$ cat src/rtl/i2c_target.sv
`default_nettype none
// ============================================================================
// Module   : i2c_target
// Brief    : Oversampled I2C target with 7-bit address match and a 2^PTR_W x 8
//            register file; byte writes are also reported as a one-cycle strobe.
// Revision : 1.0
// ============================================================================
module i2c_target #(
    parameter logic [6:0] DEV_ADDR = 7'h39,
    parameter int         PTR_W    = 4
) (
    input  logic             clk,
    input  logic             rst,
    input  logic             scl_in,
    input  logic             sda_in,
    output logic             sda_oe,
    output logic             wr_en,
    output logic [PTR_W-1:0] wr_addr,
    output logic [7:0]       wr_data,
    input  logic [PTR_W-1:0] local_addr,
    output logic [7:0]       local_rdata,
    output logic             busy
);

    localparam int c_DEPTH = 1 << PTR_W;

    typedef enum logic [3:0] {
        ST_IDLE, ST_ADDR, ST_ADDR_ACK, ST_PTR, ST_PTR_ACK,
        ST_WDATA, ST_WDATA_ACK, ST_RDATA, ST_RDATA_ACK, ST_IGNORE
    } state_t;

    state_t             state_q, state_d;
    logic [2:0]         scl_q, sda_q;
    logic [3:0]         cnt_q, cnt_d;
    logic [7:0]         shift_q, shift_d;
    logic [PTR_W-1:0]   ptr_q, ptr_d;
    logic               oe_q, oe_d;
    logic               busy_q, busy_d;
    logic               rw_q, rw_d;
    logic               ack_q, ack_d;
    logic               wr_en_q, wr_en_d;
    logic [PTR_W-1:0]   wr_addr_q, wr_addr_d;
    logic [7:0]         wr_data_q, wr_data_d;
    logic [7:0]         regs_q [c_DEPTH];

    logic               w_scl_rise, w_scl_fall, w_start, w_stop;
    logic [7:0]         w_byte;

    // Stage 2 is the synchronized level; stage 3 is its previous value.
    assign w_scl_rise = scl_q[1] & ~scl_q[2];
    assign w_scl_fall = ~scl_q[1] & scl_q[2];
    assign w_start    = scl_q[1] & scl_q[2] & sda_q[2] & ~sda_q[1];
    assign w_stop     = scl_q[1] & scl_q[2] & ~sda_q[2] & sda_q[1];
    assign w_byte     = {shift_q[6:0], sda_q[1]};

    always_comb begin
        state_d   = state_q;
        cnt_d     = cnt_q;
        shift_d   = shift_q;
        ptr_d     = ptr_q;
        oe_d      = oe_q;
        busy_d    = busy_q;
        rw_d      = rw_q;
        ack_d     = ack_q;
        wr_en_d   = 1'b0;
        wr_addr_d = wr_addr_q;
        wr_data_d = wr_data_q;

        if (w_stop) begin
            state_d = ST_IDLE;
            oe_d    = 1'b0;
            busy_d  = 1'b0;
        end else if (w_start) begin
            state_d = ST_ADDR;
            cnt_d   = 4'd0;
            oe_d    = 1'b0;
        end else begin
            case (state_q)
                ST_ADDR, ST_PTR, ST_WDATA: begin
                    if (w_scl_rise && cnt_q < 4'd8) begin
                        shift_d = w_byte;
                        cnt_d   = cnt_q + 4'd1;
                        if (cnt_q == 4'd7) begin
                            if (state_q == ST_ADDR) begin
                                rw_d = w_byte[0];
                                if (w_byte[7:1] != DEV_ADDR) begin
                                    state_d = ST_IGNORE;
                                    busy_d  = 1'b0;
                                end
                            end else if (state_q == ST_WDATA) begin
                                wr_en_d   = 1'b1;
                                wr_addr_d = ptr_q;
                                wr_data_d = w_byte;
                                ptr_d     = ptr_q + 1'b1;
                            end
                        end
                    end else if (w_scl_fall && cnt_q == 4'd8) begin
                        oe_d = 1'b1;
                        if (state_q == ST_ADDR) begin
                            state_d = ST_ADDR_ACK;
                            busy_d  = 1'b1;
                        end else if (state_q == ST_PTR) begin
                            state_d = ST_PTR_ACK;
                            ptr_d   = shift_q[PTR_W-1:0];
                        end else begin
                            state_d = ST_WDATA_ACK;
                        end
                    end
                end
                ST_ADDR_ACK: begin
                    if (w_scl_fall) begin
                        cnt_d = 4'd0;
                        if (rw_q) begin
                            state_d = ST_RDATA;
                            shift_d = regs_q[ptr_q];
                            oe_d    = ~regs_q[ptr_q][7];
                        end else begin
                            state_d = ST_PTR;
                            oe_d    = 1'b0;
                        end
                    end
                end
                ST_PTR_ACK, ST_WDATA_ACK: begin
                    if (w_scl_fall) begin
                        state_d = ST_WDATA;
                        cnt_d   = 4'd0;
                        oe_d    = 1'b0;
                    end
                end
                ST_RDATA: begin
                    // Bit 7 is already on the bus at entry; each fall advances one bit.
                    if (w_scl_fall) begin
                        if (cnt_q == 4'd7) begin
                            state_d = ST_RDATA_ACK;
                            oe_d    = 1'b0;
                            ptr_d   = ptr_q + 1'b1;
                        end else begin
                            shift_d = {shift_q[6:0], 1'b0};
                            oe_d    = ~shift_q[6];
                            cnt_d   = cnt_q + 4'd1;
                        end
                    end
                end
                ST_RDATA_ACK: begin
                    if (w_scl_rise) begin
                        ack_d = ~sda_q[1];
                    end else if (w_scl_fall) begin
                        if (ack_q) begin
                            state_d = ST_RDATA;
                            cnt_d   = 4'd0;
                            shift_d = regs_q[ptr_q];
                            oe_d    = ~regs_q[ptr_q][7];
                        end else begin
                            state_d = ST_IGNORE;
                            oe_d    = 1'b0;
                            busy_d  = 1'b0;
                        end
                    end
                end
                default: ;
            endcase
        end
    end

    always_ff @(posedge clk) begin
        if (rst) begin
            state_q   <= ST_IDLE;
            scl_q     <= 3'b111;
            sda_q     <= 3'b111;
            cnt_q     <= 4'd0;
            shift_q   <= 8'h00;
            ptr_q     <= '0;
            oe_q      <= 1'b0;
            busy_q    <= 1'b0;
            rw_q      <= 1'b0;
            ack_q     <= 1'b0;
            wr_en_q   <= 1'b0;
            wr_addr_q <= '0;
            wr_data_q <= 8'h00;
            for (int i = 0; i < c_DEPTH; i++) begin
                regs_q[i] <= 8'h00;
            end
        end else begin
            state_q   <= state_d;
            scl_q     <= {scl_q[1:0], scl_in};
            sda_q     <= {sda_q[1:0], sda_in};
            cnt_q     <= cnt_d;
            shift_q   <= shift_d;
            ptr_q     <= ptr_d;
            oe_q      <= oe_d;
            busy_q    <= busy_d;
            rw_q      <= rw_d;
            ack_q     <= ack_d;
            wr_en_q   <= wr_en_d;
            wr_addr_q <= wr_addr_d;
            wr_data_q <= wr_data_d;
            if (wr_en_d) begin
                regs_q[wr_addr_d] <= wr_data_d;
            end
        end
    end

    assign sda_oe      = oe_q;
    assign busy        = busy_q;
    assign wr_en       = wr_en_q;
    assign wr_addr     = wr_addr_q;
    assign wr_data     = wr_data_q;
    assign local_rdata = regs_q[local_addr];

endmodule
`default_nettype wire

$ cat config.mk
export PLATFORM = sky130hd
export DESIGN_NAME = i2c_target
export DESIGN_NICKNAME = d
export VERILOG_FILES = /design/src/rtl/i2c_target.sv
export SDC_FILE = /design/constraint.sdc
export NUM_CORES = 1
export LEC_CHECK = 0
export CELL_PAD_IN_SITES_DETAIL_PLACEMENT = 2
export CELL_PAD_IN_SITES_GLOBAL_PLACEMENT = 2
export CORE_UTILIZATION = 47
export DETAILED_ROUTE_END_ITERATION = 8
export MAX_ROUTING_LAYER = met4
export PLACE_DENSITY_LB_ADDON = 0.1
export SETUP_SLACK_MARGIN = 0.3
export SYNTH_ARGS = -nofsm -noshare
export SYNTH_HDL_FRONTEND = slang
export SYNTH_SLANG_ARGS = --single-unit
$ cat constraint.sdc
create_clock -name clk -period 7.4 [get_ports clk]
set_input_delay 1.85 -clock clk [delete_from_list [all_inputs] [get_ports clk]]
set_output_delay 1.85 -clock clk [all_outputs]
set_load 0.01 [all_outputs]
==> results.ini <==
[place]
dp_cells=935
routabilityCongestion=0.895
portBuffers=30
hpwl_um=21700

[cts]
cts_made_buffers=17
cts_tree=built
cts_resized=0
clkLatencyLatePin_ns=0.45
clk_path_buf_depth=2
cts_max_level=4
cts_setup_buffers=0
cts.sinks=174
root_buffer=clkbuf_16
hold_buffers=0
clk_pin_slew_ns=0.08

[setup_path]
path_class=input pin to output pin
r2r_setup_slack_ns=3.89
worst-path-max-fanout=32
cp.required_ns=5.55
crit_end=local_rdata[6]
setup.worst_path.start_class=input pin
worstSetupEndpointType=output pin
rr_startpoint=state_q[0]
startpoint=local_addr[1]
arrival_ns=4.14
reg2reg_to=regs_q[5][3]
rr_worst_depth=6

[detailed_routing]
via_per_inst=6.59
first_iter_violations=494
wl_per_cell_um=30.6
drc=0
postRouteAntennaNets=0
dr.pass1.iters=5
routed_wl_um=29600
num_vias=6379

[sta]
layout_min_cycle_time_ns=5.99
finalSetupTns_ns=0
worst_hold_slack_ns=0.433
rsz0062_at_grt=no
fmax_ghz=0.167
setup_viol=0
maxSlewViolCount=0
fin_skew_ns=0.0158
worstMarginPinSlew_ns=1.29
max_slew_margin=0.126
fin_crit_sh=0.810
hold_viol=0

[final_layout]
drive_gt1_frac=0.201
fill_cells=1765
finalNonFillerCells=968
final_common_cell=nor2_1
nets=731
regArea_um2=4770
syn2layout_area_growth_pct=10.4
mostFrequentLayoutCells=166 x nor2_1, 128 x edfxtp_1, 73 x mux4_2
multi_input_area_um2=3970
final_util=0.530

[floorplan]
die_w_um=140
ios=31
start_util=0.480
dieArea_um2=19700
die_h_um=140
fp-row-count=50
core_area_um2=18800

[yosys]
ys_warn_count=0
syn_avg_cell_area_um2=12.6
seq_area_frac_synth=0.529
yosys.cell_types.count=63
synth_cells=717
netlist_area_um2=9010
synth_edf_count=128
synth_top_flop_cell=edfxtp_1
yosys_register_bits=174
synthArstFlopShare=0
syn-num-nets=728

[global_routing]
antenna_found_initial=0
grt_pass1_vias=6713
grtUsageTotal=0.331
grt-ovfl-total=0
grt_start_max_net_pins=33
grt_pass1_wl_um=44900

[pwr]
power.leakage_uw=0.00317
vdd_drop_max_mv=0.163
powerDensity_nw_per_um2=266

[outcome]
status=finished clean

[flow_run]
cap_violations=0

[hold_path]
hold_path.class=flop to flop

-- area by class of cell --
class	count	share of cell area
Clock inverter	13	0.0126
Multi-Input combinational cell	483	0.398
Inverter	7	0.00264
Tap cell	234	0.0294
Timing Repair Buffer	37	0.0344
Clock buffer	19	0.0435
Antenna cell	1	0.000251
Sequential cell	174	0.479
-- cell usage after synthesis, types with 2 or more instances --
library cell | instances | share of area
nor2_1 | 166 | 0.069
edfxtp_1 | 128 | 0.43
mux4_2 | 73 | 0.18
dfxtp_1 | 46 | 0.10
nand2_1 | 38 | 0.016
nand2b_1 | 24 | 0.017
clkbuf_1 | 22 | 0.0092
nand3_1 | 21 | 0.012
a21oi_1 | 20 | 0.011
o21ai_0 | 17 | 0.0094
buf_2 | 14 | 0.0078
nor2b_1 | 10 | 0.0069
buf_4 | 9 | 0.0075
mux2i_1 | 9 | 0.010
a31oi_1 | 8 | 0.0056
or2_2 | 8 | 0.0056
inv_1 | 7 | 0.0029
nor3_1 | 7 | 0.0039
a211oi_1 | 6 | 0.0050
a311oi_1 | 6 | 0.0058
buf_1 | 6 | 0.0025
nor3b_1 | 6 | 0.0050
mux2_2 | 5 | 0.0062
mux2i_4 | 5 | 0.012
a32o_1 | 3 | 0.0033
ha_1 | 3 | 0.0042
mux2i_2 | 3 | 0.0046
xnor2_1 | 3 | 0.0029
and2_1 | 2 | 0.0014
and3b_1 | 2 | 0.0019
buf_6 | 2 | 0.0025
nand4b_1 | 2 | 0.0019
nor2_2 | 2 | 0.0014
nor4_1 | 2 | 0.0014
o21a_1 | 2 | 0.0017
o21ai_1 | 2 | 0.0011
o31ai_1 | 2 | 0.0017
-- worst max-delay path: stages --
cell and delay, ns:
clkdlybuf4s50_1 0.46, buf_4 0.39, mux4_2 0.39, mux4_2 0.53, clkdlybuf4s50_1 0.51
-- flip-flops by register name, indices dropped and copies added (netlist names), 3 cells and up, named ones only --
signal,flops
regs_q,128
wr_addr,4
scl_q,3
ptr_q,4
cnt_q,4
state_q,4
wr_data,8
sda_q,3
shift_q,7
-- stage by stage --
step           area [um^2]  power, uW  setup WS, ns
5_1_grt               9950       2740          1.34
6_report              9950       2650          1.41
2_1_floorplan         9010       1570          2.16
3_3_place_gp          9390       1720          1.49
3_5_place_dp          9390       1760          1.42
4_1_cts               9950       2650          1.42
-- where the power goes --
part	total, uW	internal [uW]	switching, uW
clock network	891	447	443
logic	539	222	318
registers	1220	1100	115
total	2650	1770	876
-- worst min-delay path by stage --
stage | startpoint | endpoint | slack, ns | cells past startpoint
global placement | scl_q[0] | scl_q[1] | 0.39 | 1
floorplan | scl_q[0] | scl_q[1] | 0.39 | 1
CTS | scl_q[0] | scl_q[1] | 0.44 | 1
detailed placement | sda_q[0] | sda_q[1] | 0.41 | 1
finish | scl_q[0] | scl_q[1] | 0.43 | 1
global route | sda_q[0] | sda_q[1] | 0.46 | 1
-- layer usage --
| layer | track usage | wire length [um] | vias up |
|---|---|---|---|
| li1 | - | - | 2697 |
| met1 | 0.450 | 12700 | 3374 |
| met2 | 0.505 | 13900 | 278 |
| met3 | 0.0663 | 2420 | 30 |
| met4 | 0.102 | 563 | 0 |
| met5 | - | 0 | - |
-- cells by family after synthesis --
kind of cell,after synthesis,synth area share
XOR/XNOR,3,0.00292
AND/OR/NAND/NOR,300,0.153
multiplexers,95,0.216
AO/OA/AOI/OAI,82,0.0630
buffers and inverters,60,0.0323
adder cells (fa/ha/maj),3,0.00416
flip-flops,174,0.529
(Power assumes the default switching activity.)
==> variant (same flow settings) <==
The parameter `PTR_W` goes from 4 to 2.
--- a/src/rtl/i2c_target.sv
+++ b/src/rtl/i2c_target.sv
@@ -7,7 +7,7 @@
 // ============================================================================
 module i2c_target #(
     parameter logic [6:0] DEV_ADDR = 7'h39,
-    parameter int         PTR_W    = 4
+    parameter int         PTR_W    = 2
 ) (
     input  logic             clk,
     input  logic             rst,
Ports: changed (resized local_addr and wr_addr); port bits go from 31 to 27. No check against the original RTL was run, so the function may have changed too.
==> variant against the unedited design <==
  * Clock power fell by 61%
  * Sequential cell count fell by 102
  * Design area fell by 56%
  * Synthesized cell count fell by 51%
  * Worst setup slack improved by 0.34 ns
  * Area after synthesis fell by 58%
  * Non-clock buffer count fell by 8
  * Core utilization rose by 2.7 points
  * Sequential power fell by 61%
  * Wire length fell by 55%
  * Power fell by 60%
  * Combinational power fell by 57%
  * Largest cell class is now multi-input gates
==> variant: results (changes against the unedited design) <==
hold_path_end: "sda_q[1]"
dp_slack_ns: 1.726  # +0.3060 ns
ys_types: 68  # +7.9%
synthTopCellsByCount: "40 x dfxtp_1, 32 x edfxtp_1, 26 x nor2_1"
r2r_end: "regs_q[1][5]"
regMostFlops: "regs_q"
dpl.hpwl_mm: 8.755  # -60%
crit_family: "buffers and inverters"
hp-class: "flop to flop"
hold_start: "sda_q[0]"
vias_per_cell: 6.763  # +2.6%
syn-num-nets: 357  # -51%
post_cts_buffers: 0  # unchanged
wl_per_cell_um: 28.24  # -7.7%
place_congestion: 0.8548  # -4.5%
drtIter0Drc: 270  # -45%
met2_usage_pct: 54.91  # +4.4 points
ys_seq_area_share_pct: 46.32  # -6.5 points
grt_pass1_wl_mm: 20.68  # -54%
grtUsageMet3_pct: 7.297  # +0.66 points
reg2regPathDepth: 6  # unchanged
grt_util_met1_pct: 42.58  # -2.4 points
largest_reg_flops: 32  # -75%
synth_area_leaders: "edfxtp_1 25%, dfxtp_1 21%, mux4_2 9.5%, mux2i_1 4.7%, and2_1 4.1%"
skew_ns: 0.01484  # -0.0009496 ns
root_buffer: "clkbuf_8"
leakagePower_nw: 1.582  # -50%
holdPathStages: 1  # unchanged
cpMaxStageDelayCell: "clkdlybuf4s50_1"
antenna_found_initial: 0  # unchanged
relSlewSlack_pct: 27.25  # +15 points
placed_area_sq_mm: 0.004104  # -56%
arrival_ns: 3.80  # -0.34 ns
final_layout_size_suffix_gt1_share_pct: 14.56  # -5.5 points
async_flop_share_pct: 0  # unchanged
grt_max_degree: 42  # +27%
clockBufferDepth: 2  # unchanged
clkSlewWorstSetupHoldPaths_ns: 0.09
cts_resized: 0  # unchanged
n_antenna_cell: 0  # -1
worst-r2r-setup-slack_ns: 3.62  # -0.27 ns
crit_fanout: 8  # -75%
clk_latency_ns: 0.36  # -0.09 ns
status: "finished, final reports clean"
numCtsBuffers: 9  # -8
grt_usage_pct: 34.69  # +1.6 points
yosysWarnings: 0  # unchanged
synth_edf_count: 32  # -75%
layout.nets: 374  # -49%
vdd_drop_max_mv: 0.1089  # -33%
cts-htree-levels: 3  # -1
first_global_vias: 3491  # -48%
critPathMaxStageDelay_ns: 0.85  # +0.32 ns
reg2reg_from: "state_q[0]"
portBuffers: 26  # -13%
drtPass1Iterations: 4  # -1
critPathLaunch: "local_addr[0]"
## variant: stage by stage
step	hold WS [ns]	util [%]	instances
finish	0.4067	55.77	473
global route	0.4253	55.77	473
detailed placement	0.4045	52.84	457
CTS	0.4206	55.77	473
global placement	0.3930	52.84	457
floorplan	0.3895	-	349
## variant: logic make-up (layout without fill, tap and decap cells)
group / after synthesis / count (layout) / synth area share (%)
muxes: 34 / 34 / 14.21
AOI/OAI and AO/OA: 79 / 79 / 14.51
adders and majority gates: 2 / 2 / 0.6578
xor gates and xnor gates: 2 / 2 / 0.4606
buffers and inverters: 28 / 50 / 3.388
and+or+nand+nor: 132 / 132 / 20.46
DFF: 72 / 72 / 46.32
## variant: final cells by class
class / instances / area (sq um)
clock inverters: 4 / 28.78
flip-flops and latches: 72 / 1762
inverters: 5 / 18.77
clock buffers: 12 / 198.9
multi-input cells: 249 / 1913
well taps: 102 / 127.6
fillers: 776 / 3436
repair buffers: 29 / 282.8
## variant: how the worst max path moves through the flow
stage                     end  slack, ns  cells past startpoint
3_3_place_gp   local_rdata[6]       1.82                      3
4_1_cts        local_rdata[4]       1.71                      3
3_5_place_dp   local_rdata[6]       1.73                      3
2_1_floorplan  local_rdata[0]       2.68                      2
6_report       local_rdata[4]       1.75                      3
5_1_grt        local_rdata[4]       1.62                      3
## variant: report_power, final
part | switching, mW | internal, mW
sequential | 0.0427 | 0.434
clock | 0.164 | 0.184
combinational | 0.146 | 0.0867
total | 0.353 | 0.705
## variant: routing by layer
layer  part of all wire, %  vias to the layer above
li1                      -                     1357
met1                    41                     1642
met2                    49                      154
met3                   6.7                       46
met4                   3.7                        0
met5                     0                        -
